--- config.mk ---
export PLATFORM = sky130hd
export DESIGN_NAME = nn_inference_sequencer_flat
export DESIGN_NICKNAME = d
export VERILOG_FILES = /design/src/rtl/nn_seq_pkg.sv /design/src/rtl/nn_inference_sequencer_if.sv /design/src/rtl/nn_argmax_unit.sv /design/src/rtl/nn_inference_sequencer.sv /design/src/flat_wrapper.sv
export SDC_FILE = /design/constraint.sdc
export NUM_CORES = 1
export LEC_CHECK = 0
export ABC_CLOCK_PERIOD_IN_PS = 2300
export BUFFER_PORTS_ARGS = -buffer_cell sky130_fd_sc_hd__buf_4
export CORE_MARGIN = 1.5
export CORE_UTILIZATION = 55
export DETAILED_ROUTE_END_ITERATION = 12
export PLACE_DENSITY = 0.8
export SYNTH_ARGS = -nofsm -noshare
export SYNTH_HDL_FRONTEND = slang
export SYNTH_SLANG_ARGS = --single-unit
export TNS_END_PERCENT = 10
--- constraint.sdc ---
create_clock -name CLOCK_50 -period 2.3 [get_ports CLOCK_50]
set_input_delay 0.23 -clock CLOCK_50 [delete_from_list [all_inputs] [get_ports CLOCK_50]]
set_output_delay 0.23 -clock CLOCK_50 [all_outputs]
set_load 0.01 [all_outputs]
--- src/rtl/nn_seq_pkg.sv ---
// Shared types and constants for the MNIST inference sequencer and its argmax unit.
package nn_seq_pkg;
    localparam int NN_N_OUT    = 10;
    localparam int NN_OUT_W    = 16;
    localparam int NN_IDX_W    = $clog2(NN_N_OUT);
    localparam int NN_L_HIDDEN = 0;
    localparam int NN_L_OUTPUT = 1;

    typedef enum logic [2:0] {
        S_IDLE,
        S_RUN_L0,
        S_RUN_L1,
        S_ARGMAX,
        S_COMMIT
    } nn_seq_state_t;
endpackage

--- src/rtl/nn_inference_sequencer_if.sv ---
// Frame / layer-engine / score-file handshake bundle; master is the sequencer side.
interface nn_inference_sequencer_if #(
    parameter int N_OUT = 10,
    parameter int OUT_W = 16
);
    localparam int IDX_W = $clog2(N_OUT);

    logic                    frame_valid;
    logic                    frame_ack;
    logic [1:0]              layer_start;
    logic [1:0]              layer_done;
    logic [IDX_W-1:0]        score_idx;
    logic signed [OUT_W-1:0] score;

    modport master (
        input  frame_valid, layer_done, score,
        output frame_ack, layer_start, score_idx
    );

    modport slave (
        output frame_valid, layer_done, score,
        input  frame_ack, layer_start, score_idx
    );
endinterface

--- src/rtl/nn_argmax_unit.sv ---
// Running signed maximum over a streamed score vector; ties keep the earliest index.
module nn_argmax_unit #(
    parameter int N  = 10,
    parameter int W  = 16,
    parameter int IW = $clog2(N)
) (
    input  logic                clk,
    input  logic                rst_n,
    input  logic                clear,
    input  logic                load,
    input  logic                step,
    input  logic signed [W-1:0] score,
    input  logic [IW-1:0]       idx,
    output logic [IW-1:0]       best_idx
);
    logic signed [W-1:0] best_q, best_d;
    logic [IW-1:0]       best_idx_q, best_idx_d;

    always_comb begin
        best_d     = best_q;
        best_idx_d = best_idx_q;
        if (clear) begin
            best_d     = '0;
            best_idx_d = '0;
        end else if (load || (step && (score > best_q))) begin
            best_d     = score;
            best_idx_d = idx;
        end
    end

    always_ff @(posedge clk or negedge rst_n) begin
        if (!rst_n) begin
            best_q     <= '0;
            best_idx_q <= '0;
        end else begin
            best_q     <= best_d;
            best_idx_q <= best_idx_d;
        end
    end

    assign best_idx = best_idx_q;
endmodule

--- src/rtl/nn_inference_sequencer.sv ---
// Sequences frame capture, hidden/output layer runs and the argmax commit to the display.
// Optional layer watchdog: define NN_SEQ_TIMEOUT_EN.
module nn_inference_sequencer
    import nn_seq_pkg::*;
#(
    parameter int N_OUT       = NN_N_OUT,
    parameter int OUT_W       = NN_OUT_W,
    parameter int TIMEOUT_CYC = 65536
) (
    input  logic                     CLOCK_50,
    input  logic                     resetn,
    nn_inference_sequencer_if.master bus,
    output logic [3:0]               digit,
    output logic                     digit_valid,
    output logic                     busy,
    output logic                     error
);
    localparam int IDX_W = $clog2(N_OUT);
    localparam int CNT_W = $clog2(N_OUT + 1);
    localparam logic [CNT_W-1:0] CNT_LAST = CNT_W'(N_OUT);

    nn_seq_state_t    state_q, state_d;
    logic             frame_ack_q, frame_ack_d;
    logic [1:0]       layer_start_q, layer_start_d;
    logic [IDX_W-1:0] score_idx_q, score_idx_d;
    logic [3:0]       digit_q, digit_d;
    logic             digit_valid_q, digit_valid_d;
    logic             busy_q, busy_d;
    logic [CNT_W-1:0] cnt_q, cnt_d;
    logic [CNT_W-1:0] cnt_nxt;

    logic             am_clear, am_load, am_step;
    logic [IDX_W-1:0] am_idx, best_idx;

`ifdef NN_SEQ_TIMEOUT_EN
    localparam int WD_W = $clog2(TIMEOUT_CYC) + 1;
    localparam logic [WD_W-1:0] WD_LAST = WD_W'(TIMEOUT_CYC - 1);
    logic [WD_W-1:0] wd_q, wd_d;
    logic            error_q, error_d;
`endif

    assign cnt_nxt = cnt_q + CNT_W'(1);

    always_comb begin
        state_d       = state_q;
        frame_ack_d   = 1'b0;
        layer_start_d = 2'b00;
        score_idx_d   = score_idx_q;
        digit_d       = digit_q;
        digit_valid_d = digit_valid_q;
        cnt_d         = cnt_q;
        am_clear      = 1'b0;
        am_load       = 1'b0;
        am_step       = 1'b0;
        am_idx        = IDX_W'(cnt_q - CNT_W'(1));
`ifdef NN_SEQ_TIMEOUT_EN
        wd_d          = wd_q;
        error_d       = error_q;
`endif
        case (state_q)
            S_IDLE: begin
                if (bus.frame_valid) begin
                    state_d                    = S_RUN_L0;
                    frame_ack_d                = 1'b1;
                    layer_start_d[NN_L_HIDDEN] = 1'b1;
`ifdef NN_SEQ_TIMEOUT_EN
                    wd_d                       = '0;
                    error_d                    = 1'b0;
`endif
                end
            end
            // The start-pulse cycle itself never counts as a done.
            S_RUN_L0: begin
                if (!layer_start_q[NN_L_HIDDEN] && bus.layer_done[NN_L_HIDDEN]) begin
                    state_d                    = S_RUN_L1;
                    layer_start_d[NN_L_OUTPUT] = 1'b1;
`ifdef NN_SEQ_TIMEOUT_EN
                    wd_d                       = '0;
                end else if (wd_q == WD_LAST) begin
                    state_d = S_IDLE;
                    error_d = 1'b1;
                end else begin
                    wd_d = wd_q + WD_W'(1);
`endif
                end
            end
            S_RUN_L1: begin
                if (!layer_start_q[NN_L_OUTPUT] && bus.layer_done[NN_L_OUTPUT]) begin
                    state_d     = S_ARGMAX;
                    cnt_d       = '0;
                    score_idx_d = '0;
                    am_clear    = 1'b1;
`ifdef NN_SEQ_TIMEOUT_EN
                end else if (wd_q == WD_LAST) begin
                    state_d = S_IDLE;
                    error_d = 1'b1;
                end else begin
                    wd_d = wd_q + WD_W'(1);
`endif
                end
            end
            // score arrives one cycle behind score_idx, so cycle c judges index c-1.
            S_ARGMAX: begin
                am_load     = (cnt_q == CNT_W'(1));
                am_step     = (cnt_q > CNT_W'(1));
                cnt_d       = cnt_nxt;
                score_idx_d = (cnt_nxt < CNT_LAST) ? IDX_W'(cnt_nxt) : '0;
                if (cnt_q == CNT_LAST) begin
                    state_d = S_COMMIT;
                    cnt_d   = '0;
                end
            end
            S_COMMIT: begin
                digit_d       = 4'(best_idx);
                digit_valid_d = 1'b1;
                state_d       = S_IDLE;
            end
            default: state_d = S_IDLE;
        endcase
        busy_d = (state_d != S_IDLE);
    end

    always_ff @(posedge CLOCK_50 or negedge resetn) begin
        if (!resetn) begin
            state_q       <= S_IDLE;
            frame_ack_q   <= 1'b0;
            layer_start_q <= 2'b00;
            score_idx_q   <= '0;
            digit_q       <= 4'd0;
            digit_valid_q <= 1'b0;
            busy_q        <= 1'b0;
            cnt_q         <= '0;
        end else begin
            state_q       <= state_d;
            frame_ack_q   <= frame_ack_d;
            layer_start_q <= layer_start_d;
            score_idx_q   <= score_idx_d;
            digit_q       <= digit_d;
            digit_valid_q <= digit_valid_d;
            busy_q        <= busy_d;
            cnt_q         <= cnt_d;
        end
    end

`ifdef NN_SEQ_TIMEOUT_EN
    always_ff @(posedge CLOCK_50 or negedge resetn) begin
        if (!resetn) begin
            wd_q    <= '0;
            error_q <= 1'b0;
        end else begin
            wd_q    <= wd_d;
            error_q <= error_d;
        end
    end
    assign error = error_q;
`else
    assign error = 1'b0;
`endif

    nn_argmax_unit #(.N(N_OUT), .W(OUT_W), .IW(IDX_W)) u_argmax (
        .clk      (CLOCK_50),
        .rst_n    (resetn),
        .clear    (am_clear),
        .load     (am_load),
        .step     (am_step),
        .score    (bus.score),
        .idx      (am_idx),
        .best_idx (best_idx)
    );

    assign bus.frame_ack   = frame_ack_q;
    assign bus.layer_start = layer_start_q;
    assign bus.score_idx   = score_idx_q;
    assign digit           = digit_q;
    assign digit_valid     = digit_valid_q;
    assign busy            = busy_q;
endmodule

--- src/flat_wrapper.sv ---
// flat-port wrapper written by rule: the top's interface ports become plain ports
module nn_inference_sequencer_flat import nn_seq_pkg::*;
#(
    parameter int N_OUT       = NN_N_OUT,
    parameter int OUT_W       = NN_OUT_W,
    parameter int TIMEOUT_CYC = 65536
)
  (CLOCK_50, resetn, digit, digit_valid, busy, error, bus_frame_valid, bus_layer_done, bus_score, bus_frame_ack, bus_layer_start, bus_score_idx);
  nn_inference_sequencer_if #(.N_OUT(N_OUT), .OUT_W(OUT_W)) bus_i ();
  input  logic CLOCK_50;
  input  logic resetn;
  output logic [3:0] digit;
  output logic digit_valid;
  output logic busy;
  output logic error;
  input wire logic [$bits(bus_i.frame_valid)-1:0] bus_frame_valid;
  input wire logic [$bits(bus_i.layer_done)-1:0] bus_layer_done;
  input wire logic [$bits(bus_i.score)-1:0] bus_score;
  output wire logic [$bits(bus_i.frame_ack)-1:0] bus_frame_ack;
  output wire logic [$bits(bus_i.layer_start)-1:0] bus_layer_start;
  output wire logic [$bits(bus_i.score_idx)-1:0] bus_score_idx;
  assign bus_i.frame_valid = bus_frame_valid;
  assign bus_i.layer_done = bus_layer_done;
  assign bus_i.score = bus_score;
  assign bus_frame_ack = bus_i.frame_ack;
  assign bus_layer_start = bus_i.layer_start;
  assign bus_score_idx = bus_i.score_idx;
  nn_inference_sequencer #(.N_OUT(N_OUT), .OUT_W(OUT_W), .TIMEOUT_CYC(TIMEOUT_CYC)) u_core (.CLOCK_50(CLOCK_50), .resetn(resetn), .bus(bus_i), .digit(digit), .digit_valid(digit_valid), .busy(busy), .error(error));
endmodule
==> flow_summary.yaml, run 1 <==
synthesis:
  synthesis.area_mm2: 0.00359
  syn-num-nets: 453
  synth.lib_cells_used.distinct: 60
  synthTopCellsByArea: "dfrtp_1 27%, mux2_2 7.8%, ha_1 7.0%, nand4b_1 4.6%, nand3_1 4.5%"
  ys.warnings.count: 0
  synth_enable_flop_cells: 0
  synthFlopType: "dfrtp_1"
  synth.avg_cell_area_um2: 8.71
  synth-seq-area-share: 0.272
  syn-instance-count: 412
  synth_top_cell_area_share: 0.272
  synth.ff_latch_count: 39
  share_of_synthesized_flip_flops_with_an_asynchronous_set_or_reset: 1.00
  synth_area_leader_cell: "dfrtp_1"
final_layout:
  final_layout_size_suffix_gt1_frac: 0.312
  diodes: 0
  layout.nets: 485
  most_common_library_cell_in_the_layout_ignoring_fill_and_taps: "buf_4"
  ff_latch_area_um2: 976
  postLayoutCellArea_mm2: 0.00431
  num-fill-cells: 498
  mostFrequentLayoutCells: "62 x buf_4, 39 x dfrtp_1, 32 x nand3_1, 26 x a21oi_1, 25 x mux2_2"
  synthToLayoutAreaGrowth_pct: 20.0
  final_cells: 522
  finish.utilization: 0.682
  multi_input_area_mm2: 0.00251
critical_path:
  critical_path_rt_ps: 2540
  critPathSlowestCell: "dfrtp_1"
  cp_data_arrival_time_ps: 2550
  critPathMaxFanout: 36
  worstPathBufferInverterCount: 2
  worstPathCellList: "inv_1 -> ha_1 -> nand4_4 -> nor2_2 -> a221o_1 -> nor3_4 -> buf_12 -> mux2_2 -> nand3_1"
  critical_path_class: "reg2reg"
  start_kind: "flip-flop"
  crit_family: "simple AND/OR/NAND/NOR gates"
  end_kind: "flip-flop"
  critical-path-max-stage-delay_ps: 390
timing:
  setup_violations: 2
  hold_viol: 0
  final.period_utilization: 1.00
  finalHoldWorstSlack_ps: 194
  rsz0062_at_grt: "yes"
  clock.fmax_mhz: 434
  setup_ws_ps: -3.52
  timing.final.max_slew_violations: 0
  fin_crit_ps: 2300
  tightest_slew_ps: 546
  max_slew_margin_vs_limit: 0.636
  fin_skew_ps: 8.83
detailed_routing:
  vias_per_cell: 6.38
  detailedRoute.firstPassIterationCount: 5
  num_vias: 3331
  ant_nets: 0
  initialDrtViolationCount: 207
  detailed_route_wire_length_um: 8930
  remaining_drc_errors: 0
  post_drt_wl_per_cell_um: 17.1
die:
  design.die.area_mm2: 0.00702
  die_h_um: 83.8
  pin_count: 35
  floorplan.rows: 29
  fp.coreArea_mm2: 0.00631
  horiz_die_dim_um: 83.8
  floorplan.initialDensity: 0.568
grt:
  globalRouteTotalUtil: 0.255
  first_global_vias: 3133
  grt.overflow.total: 0
  antenna_found_initial: 0
  grt_pass1_wl_um: 15000
  grt_max_degree: 49
cts:
  clkSinkCount: 39
  cts_made_buffers: 5
  cts_tree: "built"
  max-clock-path-buffers: 2
  cts-htree-levels: 2
  clk-insertion-delay-late_ps: 300
  worst_setup_hold_path_clk_slew_ps: 90
  clock_tree.root_cell: "clkbuf_8"
placement:
  dp.final_hpwl_um: 6010
  dp_cells: 513
  dpl-instance-area_mm2: 0.00412
  number_of_i_o_port_buffers: 33
  gp_congestion: 0.818
outcome:
  run_status: "finished, violations left"
  violations: "setup timing"
power_and_ir_drop:
  power_per_cell_area_mw_per_mm2: 1440
  p_leak_nw: 1.77
  worst_voltage_drop_across_the_vdd_grid_v: 0.000698
run:
  max-cap-violations: 0
worst_hold_path:
  hp-class: "in2reg"
logic make-up (layout without fill, tap and decap cells):
family	count (synthesis)	after routing	share of synthesized area
adders and majority gates	20	20	0.0697
muxes	35	35	0.110
DFF	39	39	0.272
AOI/OAI and AO/OA	67	67	0.136
xor gates and xnor gates	3	3	0.00732
and+or+nand+nor	187	187	0.327
buffers and inverters	60	93	0.0764
other	1	1	0.00105
per-layer routing:
metal  GRT usage  vias up  share of wire
met4      0.0715        0          0.010
met1       0.359     1613           0.47
li1            -     1606              -
met2       0.406       98           0.48
met3      0.0435       14          0.045
met5           0        -              0
cells in the mapped netlist, drive strengths merged, types with 2 or more instances:
| master | count |
|---|---|
| dfrtp | 39 |
| nand3 | 37 |
| mux2 | 35 |
| a21oi | 29 |
| and3 | 21 |
| clkbuf | 21 |
| nand2 | 21 |
| buf | 20 |
| ha | 20 |
| nand4 | 20 |
| inv | 19 |
| nand4b | 19 |
| and2 | 18 |
| or3 | 16 |
| a31oi | 8 |
| nand3b | 8 |
| o21ai | 7 |
| nor2 | 6 |
| nor3 | 6 |
| a2111oi | 5 |
| a311oi | 4 |
| nor4 | 4 |
| nor2b | 2 |
| nor3b | 2 |
| or4 | 2 |
| xnor2 | 2 |
metrics by stage:
stage	total power, mW	TNS (ps)	worst slack, ps
after global placement	5.30	0	1.08
after CTS	6.10	-40.1	-12.4
after detailed placement	5.48	-413	-45.6
final	6.20	-4.60	-3.52
after global routing	6.73	-1500	-116
after floorplan	4.44	0	1.75
report_power, final:
group	leakage, nW	internal, mW	switching, mW
clock	0.0587	0.329	0.280
sequential	0.466	0.994	0.271
combinational	1.25	2.07	2.25
total	1.77	3.40	2.80
worst paths after layout:
check                      slack, ps  cells after the start                                      to                             startpoint
max reg2reg                       -4                      9   u_core.u_argmax.best_q[5]$_DFFE_PN0P_  u_core.u_argmax.best_q[8]$_DFFE_PN0P_
max                               -4                      9   u_core.u_argmax.best_q[5]$_DFFE_PN0P_  u_core.u_argmax.best_q[8]$_DFFE_PN0P_
min reg2reg                      490                      1          u_core.digit_valid$_DFFE_PN0N_         u_core.digit_valid$_DFFE_PN0N_
min                              190                      2     u_core.bus.layer_start[0]$_DFF_PN0_                        bus_frame_valid
max in group asynchronous       1480                      2  u_core.u_argmax.best_q[11]$_DFFE_PN0P_                                 resetn
min in group asynchronous        440                      2   u_core.u_argmax.best_q[3]$_DFFE_PN0P_                                 resetn
layout make-up:
class / instances / share of cell area
Clock buffer: 5 / 0.0160
Clock inverter: 3 / 0.0110
Inverter: 19 / 0.0166
Multi-Input combinational cell: 313 / 0.583
Sequential cell: 39 / 0.227
Tap cell: 77 / 0.0224
Timing Repair Buffer: 66 / 0.124
registers in the layout (all words and copies together) (netlist names):
signal / flops
u_core.digit: 4
u_core.digit_valid: 1
u_core.bus.score_idx: 4
u_core.u_argmax.best_q: 16
u_core.state_q: 3
u_core.u_argmax.best_idx: 4
u_core.bus.layer_start: 2
u_core.busy: 1
u_core.cnt_q: 4
timing repair:
item / in CTS / in global routing
hold buffers: 1 / 0
resized for setup: 2 / 9
endpoints found under the hold margin: 39 / 0
buffers inserted: 0 / 0
pin swaps: 0 / 1
setup endpoints to repair: 20 / 20
gates cloned: 0 / 0
Power figures use the tool's default switching activity.
==> run 2, diff against run 1 <==
- ABC_AREA: default -> 1
- ABC_CLOCK_PERIOD_IN_PS: 2300 -> default
- CORE_UTILIZATION: 55 -> 30
- PLACE_DENSITY: 0.8 -> 0.51
==> flow_summary.yaml, run 2 <==
final_layout:
  diodes: 0
  synthToLayoutAreaGrowth_pct: 19.5
  layout.nets: 371
  most_common_library_cell_in_the_layout_ignoring_fill_and_taps: "nand2_1"
  mostFrequentLayoutCells: "76 x nand2_1, 59 x inv_1, 39 x dfrtp_1, 36 x buf_4, 26 x nor2_1"
  flip_flop_count_of_the_largest_register_after_layout: 16
  top_register: "u_core.u_argmax.best_q"
  num-fill-cells: 775
  final_layout_size_suffix_gt1_frac: 0.160
  postLayoutCellArea_mm2: 0.00275
cts:
  worst_setup_hold_path_clk_slew_ps: 80
  clkSinkCount: 39
  clock_tree.root_cell: "clkbuf_8"
  cts-htree-levels: 2
  max-clock-path-buffers: 2
  clk-insertion-delay-late_ps: 300
  cts_made_buffers: 5
  cts_tree: "built"
synthesis:
  synthTopCellsByArea: "dfrtp_1 42%, nand2_1 12%, ha_1 11%, inv_1 9.6%, nand3_1 5.4%"
  synth.avg_cell_area_um2: 7.79
  synth_top_cells_by_count: "76 x nand2_1, 59 x inv_1, 39 x dfrtp_1"
  synthesis.area_mm2: 0.00230
  synth.ff_latch_count: 39
  synth_enable_flop_cells: 0
  ys.warnings.count: 0
  share_of_synthesized_flip_flops_with_an_asynchronous_set_or_reset: 1.00
  synth_top_cell_area_share: 0.423
  synthFlopType: "dfrtp_1"
  post-synth-top-count-cell: "nand2_1"
  syn-num-nets: 337
  synth_area_leader_cell: "dfrtp_1"
  syn-instance-count: 296
  synth-seq-area-share: 0.423
  synth.lib_cells_used.distinct: 27
die:
  pin_count: 35
  fp.coreArea_mm2: 0.00733
  design.die.area_mm2: 0.00822
  die_h_um: 90.7
  floorplan.rows: 31
  horiz_die_dim_um: 90.7
  floorplan.initialDensity: 0.314
power_and_ir_drop:
  worst_voltage_drop_across_the_vdd_grid_v: 0.000436
  power.net_switching_mw: 1.41
  p_leak_nw: 1.57
  power.share.switching: 0.423
  power.share.combinational: 0.475
  power_per_cell_area_mw_per_mm2: 1210
  power_frac_seq: 0.349
  p_int_mw: 1.92
  clkPwrFrac: 0.176
placement:
  dpl-instance-area_mm2: 0.00263
  dp.final_hpwl_um: 3470
  gp_congestion: 0.793
  number_of_i_o_port_buffers: 33
critical_path:
  cp_data_arrival_time_ps: 2270
  end_kind: "flip-flop"
  start_kind: "flip-flop"
  critical_path.reg2reg.startpoint: "u_core.u_argmax.best_q[15]$_DFFE_PN0P_"
  critPathMaxFanout: 20
  critical_path_class: "reg2reg"
  worstSetupStartpoint: "u_core.u_argmax.best_q[15]$_DFFE_PN0P_"
  critical_path_rt_ps: 2540
grt:
  grt_max_degree: 40
  antenna_found_initial: 0
  grt.overflow.total: 0
  first_global_vias: 1832
  globalRouteTotalUtil: 0.125
  grt_pass1_wl_um: 8250
detailed_routing:
  detailed_route_wire_length_um: 4850
  remaining_drc_errors: 0
  initialDrtViolationCount: 106
  detailedRoute.firstPassIterationCount: 4
  num_vias: 1898
  vias_per_cell: 4.41
  post_drt_wl_per_cell_um: 11.3
  ant_nets: 0
outcome:
  run_status: "completed"
timing:
  clock.fmax_mhz: 493
  final.period_utilization: 0.882
  setup_violations: 0
  fin_crit_ps: 2030
  timing.final.max_slew_violations: 0
  rsz0062_at_grt: "no"
  max_slew_margin_vs_limit: 0.647
  hold_viol: 0
  fin_tns_setup_ps: 0
  tightest_slew_ps: 529
  fin_skew_ps: 4.63
worst_hold_path:
  hp-class: "in2reg"
  hp-start: "bus_layer_done[0]"
run:
  max-cap-violations: 0
==> run 2: stage by stage <==
stage          hold slack, ps  total power, mW   util  setup WS, ps  std cells
2_1_floorplan           -65.6             2.36      -           577        296
3_3_place_gp              242             2.77  0.359           310        421
3_5_place_dp              251             2.78  0.359           256        421
4_1_cts                   180             3.39  0.376           237        430
5_1_grt                   176             3.67  0.376          20.3        430
6_report                  190             3.33  0.376           272        430
==> run 2: power groups by stage <==
stage	sequential, mW	clock, mW	combinational [mW]
2_1_floorplan	1.16	0	1.20
3_3_place_gp	1.17	0	1.60
3_5_place_dp	1.18	0	1.60
4_1_cts	1.17	0.610	1.61
5_1_grt	1.20	0.635	1.84
6_report	1.16	0.586	1.58
==> run 2: repair_timing <==
action	CTS	global route
hold buffers	1	0
buffers inserted	0	0
endpoints found under the hold margin	39	0
endpoints found under the setup margin	0	0
gates resized for setup	0	0
==> run 2: worst paths after layout <==
path | endpoint | slack (ps) | depth (start not counted)
setup reg to reg | u_core.u_argmax.best_idx[2]$_DFFE_PN0P_ | 270 | 14
hold reg to reg | u_core.digit_valid$_DFFE_PN0N_ | 470 | 2
hold / removal | u_core.bus.layer_start[1]$_DFF_PN0_ | 190 | 3
setup / recovery | u_core.u_argmax.best_idx[2]$_DFFE_PN0P_ | 270 | 14
min in group asynchronous | u_core.u_argmax.best_q[7]$_DFFE_PN0P_ | 440 | 2
max in group asynchronous | u_core.bus.layer_start[0]$_DFF_PN0_ | 1490 | 2
==> run 2: metal layers <==
metal	up-vias	routed length [µm]	GRT usage
met5	-	0	0
met2	37	2380	0.213
met1	876	2180	0.150
li1	981	-	-
met4	0	46	0.0384
met3	4	243	0.0387
==> run 2: cells by family (layout without fill, tap and decap cells) <==
logic type / after synthesis / count (layout) / synth area share
AOI/OAI and AO/OA: 22 / 22 / 0.0586
xor gates and xnor gates: 2 / 2 / 0.00760
adders and majority gates: 20 / 20 / 0.109
buffers and inverters: 69 / 104 / 0.125
DFF: 39 / 39 / 0.423
muxes: 4 / 4 / 0.0195
other: 1 / 1 / 0.00163
and+or+nand+nor: 139 / 139 / 0.255
==> run 2: layout make-up <==
class                   count  area [µm²]  share of cell area
clock buffers               5        68.8              0.0250
clock inverters             3        43.8              0.0159
flip-flops and latches     39         976               0.354
inverters                  59         221              0.0804
repair buffers             37         280               0.102
multi-input cells         188        1040               0.378
well taps                  99         124              0.0450
==> run 2: critical path, cell delays in order (launching register included) <==
cell and delay, ps:
dfrtp_1 360, inv_1 50, ha_1 320, nand2_1 100, nor2_2 150, nand2_1 80, nor2_2 100, nand2_1 80
nand3_1 80, nand2_1 50, nand2_1 50, nand2_1 70, nand2_2 310, nand2_1 110, nand2_1 70
==> run 3, diff against run 2 <==
- PLACE_DENSITY: 0.51 -> default
==> flow_summary.yaml, run 3 (synthesis gave the netlist of run 2 again) <==
power_and_ir_drop:
  clkPwrFrac: 0.173
  power.share.combinational: 0.479
  power_frac_seq: 0.348
  power_per_cell_area_mw_per_mm2: 1210
  worst_voltage_drop_across_the_vdd_grid_v: 0.000645
  p_leak_nw: 1.57
  power.share.switching: 0.422
  power.net_switching_mw: 1.41
  p_int_mw: 1.93
placement:
  dp_cells: 421
  gp_congestion: 0.821
  number_of_i_o_port_buffers: 33
  dp.final_hpwl_um: 3410
final_layout:
  final_cells: 430
  final_layout_size_suffix_gt1_frac: 0.160
  layout.nets: 371
  top_register: "u_core.u_argmax.best_q"
  num-fill-cells: 772
  mostFrequentLayoutCells: "76 x nand2_1, 59 x inv_1, 39 x dfrtp_1, 36 x buf_4, 26 x nor2_1"
  most_common_library_cell_in_the_layout_ignoring_fill_and_taps: "nand2_1"
  synthToLayoutAreaGrowth_pct: 19.7
  flip_flop_count_of_the_largest_register_after_layout: 16
  diodes: 0
  multi_input_area_mm2: 0.00104
  ff_latch_area_um2: 976
critical_path:
  critPathMaxFanout: 20
  rr_endpoint: "u_core.u_argmax.best_q[6]$_DFFE_PN0P_"
  reg2reg_depth: 13
  critical_path.reg2reg.startpoint: "u_core.u_argmax.best_q[15]$_DFFE_PN0P_"
  timing.critical_path.mode_cell: "nand2_1"
  start_kind: "flip-flop"
  cp_data_arrival_time_ps: 2200
  r2r_setup_slack_ps: 330
  critical_path_rt_ps: 2530
  critPathSlowestCell: "dfrtp_1"
  worstPathCellList: "inv_1 -> ha_1 -> nand2_1 -> nor2_2 -> nand2_1 -> nor2_2 -> nand2_1 -> nand4_1 -> nand2_1 -> nand2_1 -> buf_4 -> nand3_1 -> nand2_1"
  end_kind: "flip-flop"
  critical-path-max-stage-delay_ps: 350
  critical_path_class: "reg2reg"
grt:
  antenna_found_initial: 0
  globalRouteTotalUtil: 0.123
  grt_max_degree: 40
  grt_pass1_wl_um: 8310
  first_global_vias: 1914
  grt.overflow.total: 0
die:
  horiz_die_dim_um: 90.7
  floorplan.rows: 31
  design.die.area_mm2: 0.00822
  fp.coreArea_mm2: 0.00733
  pin_count: 35
  floorplan.initialDensity: 0.314
  die_h_um: 90.7
cts:
  postCtsSetupBuffers: 0
  worst_setup_hold_path_clk_slew_ps: 80
  max-clock-path-buffers: 2
  clock_tree.root_cell: "clkbuf_8"
  clk-insertion-delay-late_ps: 300
  cts_tree: "built"
  clkSinkCount: 39
  cts_made_buffers: 5
  cts-htree-levels: 2
outcome:
  run_status: "completed"
timing:
  fin_skew_ps: 7.62
  final.period_utilization: 0.856
  rsz0062_at_grt: "no"
  clock.fmax_mhz: 508
  setup_violations: 0
  timing.final.max_slew_violations: 0
  fin_crit_ps: 1970
  fin_tns_setup_ps: 0
  hold_viol: 0
detailed_routing:
  detailed_route_wire_length_um: 4690
  initialDrtViolationCount: 71
  num_vias: 1871
  vias_per_cell: 4.35
  post_drt_wl_per_cell_um: 10.9
  ant_nets: 0
  detailedRoute.firstPassIterationCount: 5
  remaining_drc_errors: 0
worst_hold_path:
  hp-start: "bus_frame_valid"
  holdPathStages: 3
  min_to: "u_core.bus.layer_start[0]$_DFF_PN0_"
  hp-class: "in2reg"
run:
  max-cap-violations: 0
## run 3: through the flow
step	area, µm²	utilization	hold slack, ps	total power [mW]	worst slack [ps]
after floorplan	2300	-	-65.6	2.36	577
after global placement	2630	0.359	244	2.74	319
after detailed placement	2630	0.359	247	2.77	261
after CTS	2750	0.376	177	3.37	245
after global routing	2760	0.376	227	3.68	61.5
final	2760	0.376	188	3.33	331
## run 3: critical path, delay by kind of cell (launching register included)
family	cells	cell delay [ps]
adder cells (fa/ha/maj)	1	320
buffers and inverters	2	310
flip-flops	1	350
AND/OR/NAND/NOR	10	940
## run 3: layout make-up
type	count	area share
clock inverters	3	0.0159
inverters	59	0.0803
repair buffers	37	0.102
clock buffers	5	0.0249
well taps	99	0.0449
flip-flops and latches	39	0.354
multi-input cells	188	0.379
## run 3: power by group through the flow
stage	combinational (mW)	sequential, mW	clock, mW
floorplan	1.20	1.16	0
global placement	1.58	1.17	0
detailed placement	1.60	1.17	0
CTS	1.61	1.16	0.601
global route	1.86	1.20	0.625
finish	1.60	1.16	0.578
## run 3: per-layer routing
layer,wire length [µm],global-route usage
met5,0,0
met4,68,0.0397
met3,217,0.0295
met2,2170,0.212
met1,2240,0.150
## run 3: worst max-delay path by stage
stage | cells after the start | to | from | slack [ps]
2_1_floorplan | 14 | u_core.u_argmax.best_idx[0]$_DFFE_PN0P_ | u_core.u_argmax.best_q[15]$_DFFE_PN0P_ | 580
3_3_place_gp | 14 | u_core.u_argmax.best_q[12]$_DFFE_PN0P_ | u_core.u_argmax.best_q[15]$_DFFE_PN0P_ | 320
3_5_place_dp | 14 | u_core.u_argmax.best_idx[0]$_DFFE_PN0P_ | u_core.u_argmax.best_q[15]$_DFFE_PN0P_ | 260
4_1_cts | 14 | u_core.u_argmax.best_q[13]$_DFFE_PN0P_ | u_core.u_argmax.best_q[15]$_DFFE_PN0P_ | 250
5_1_grt | 13 | u_core.u_argmax.best_q[6]$_DFFE_PN0P_ | u_core.u_argmax.best_q[15]$_DFFE_PN0P_ | 60
6_report | 13 | u_core.u_argmax.best_q[6]$_DFFE_PN0P_ | u_core.u_argmax.best_q[15]$_DFFE_PN0P_ | 330
## run 3: what timing repair did
action,4_1_cts,5_1_grt
hold buffers,1,0
endpoints found under the hold margin,39,0
endpoints found under the setup margin,0,7
gates resized for setup,0,1
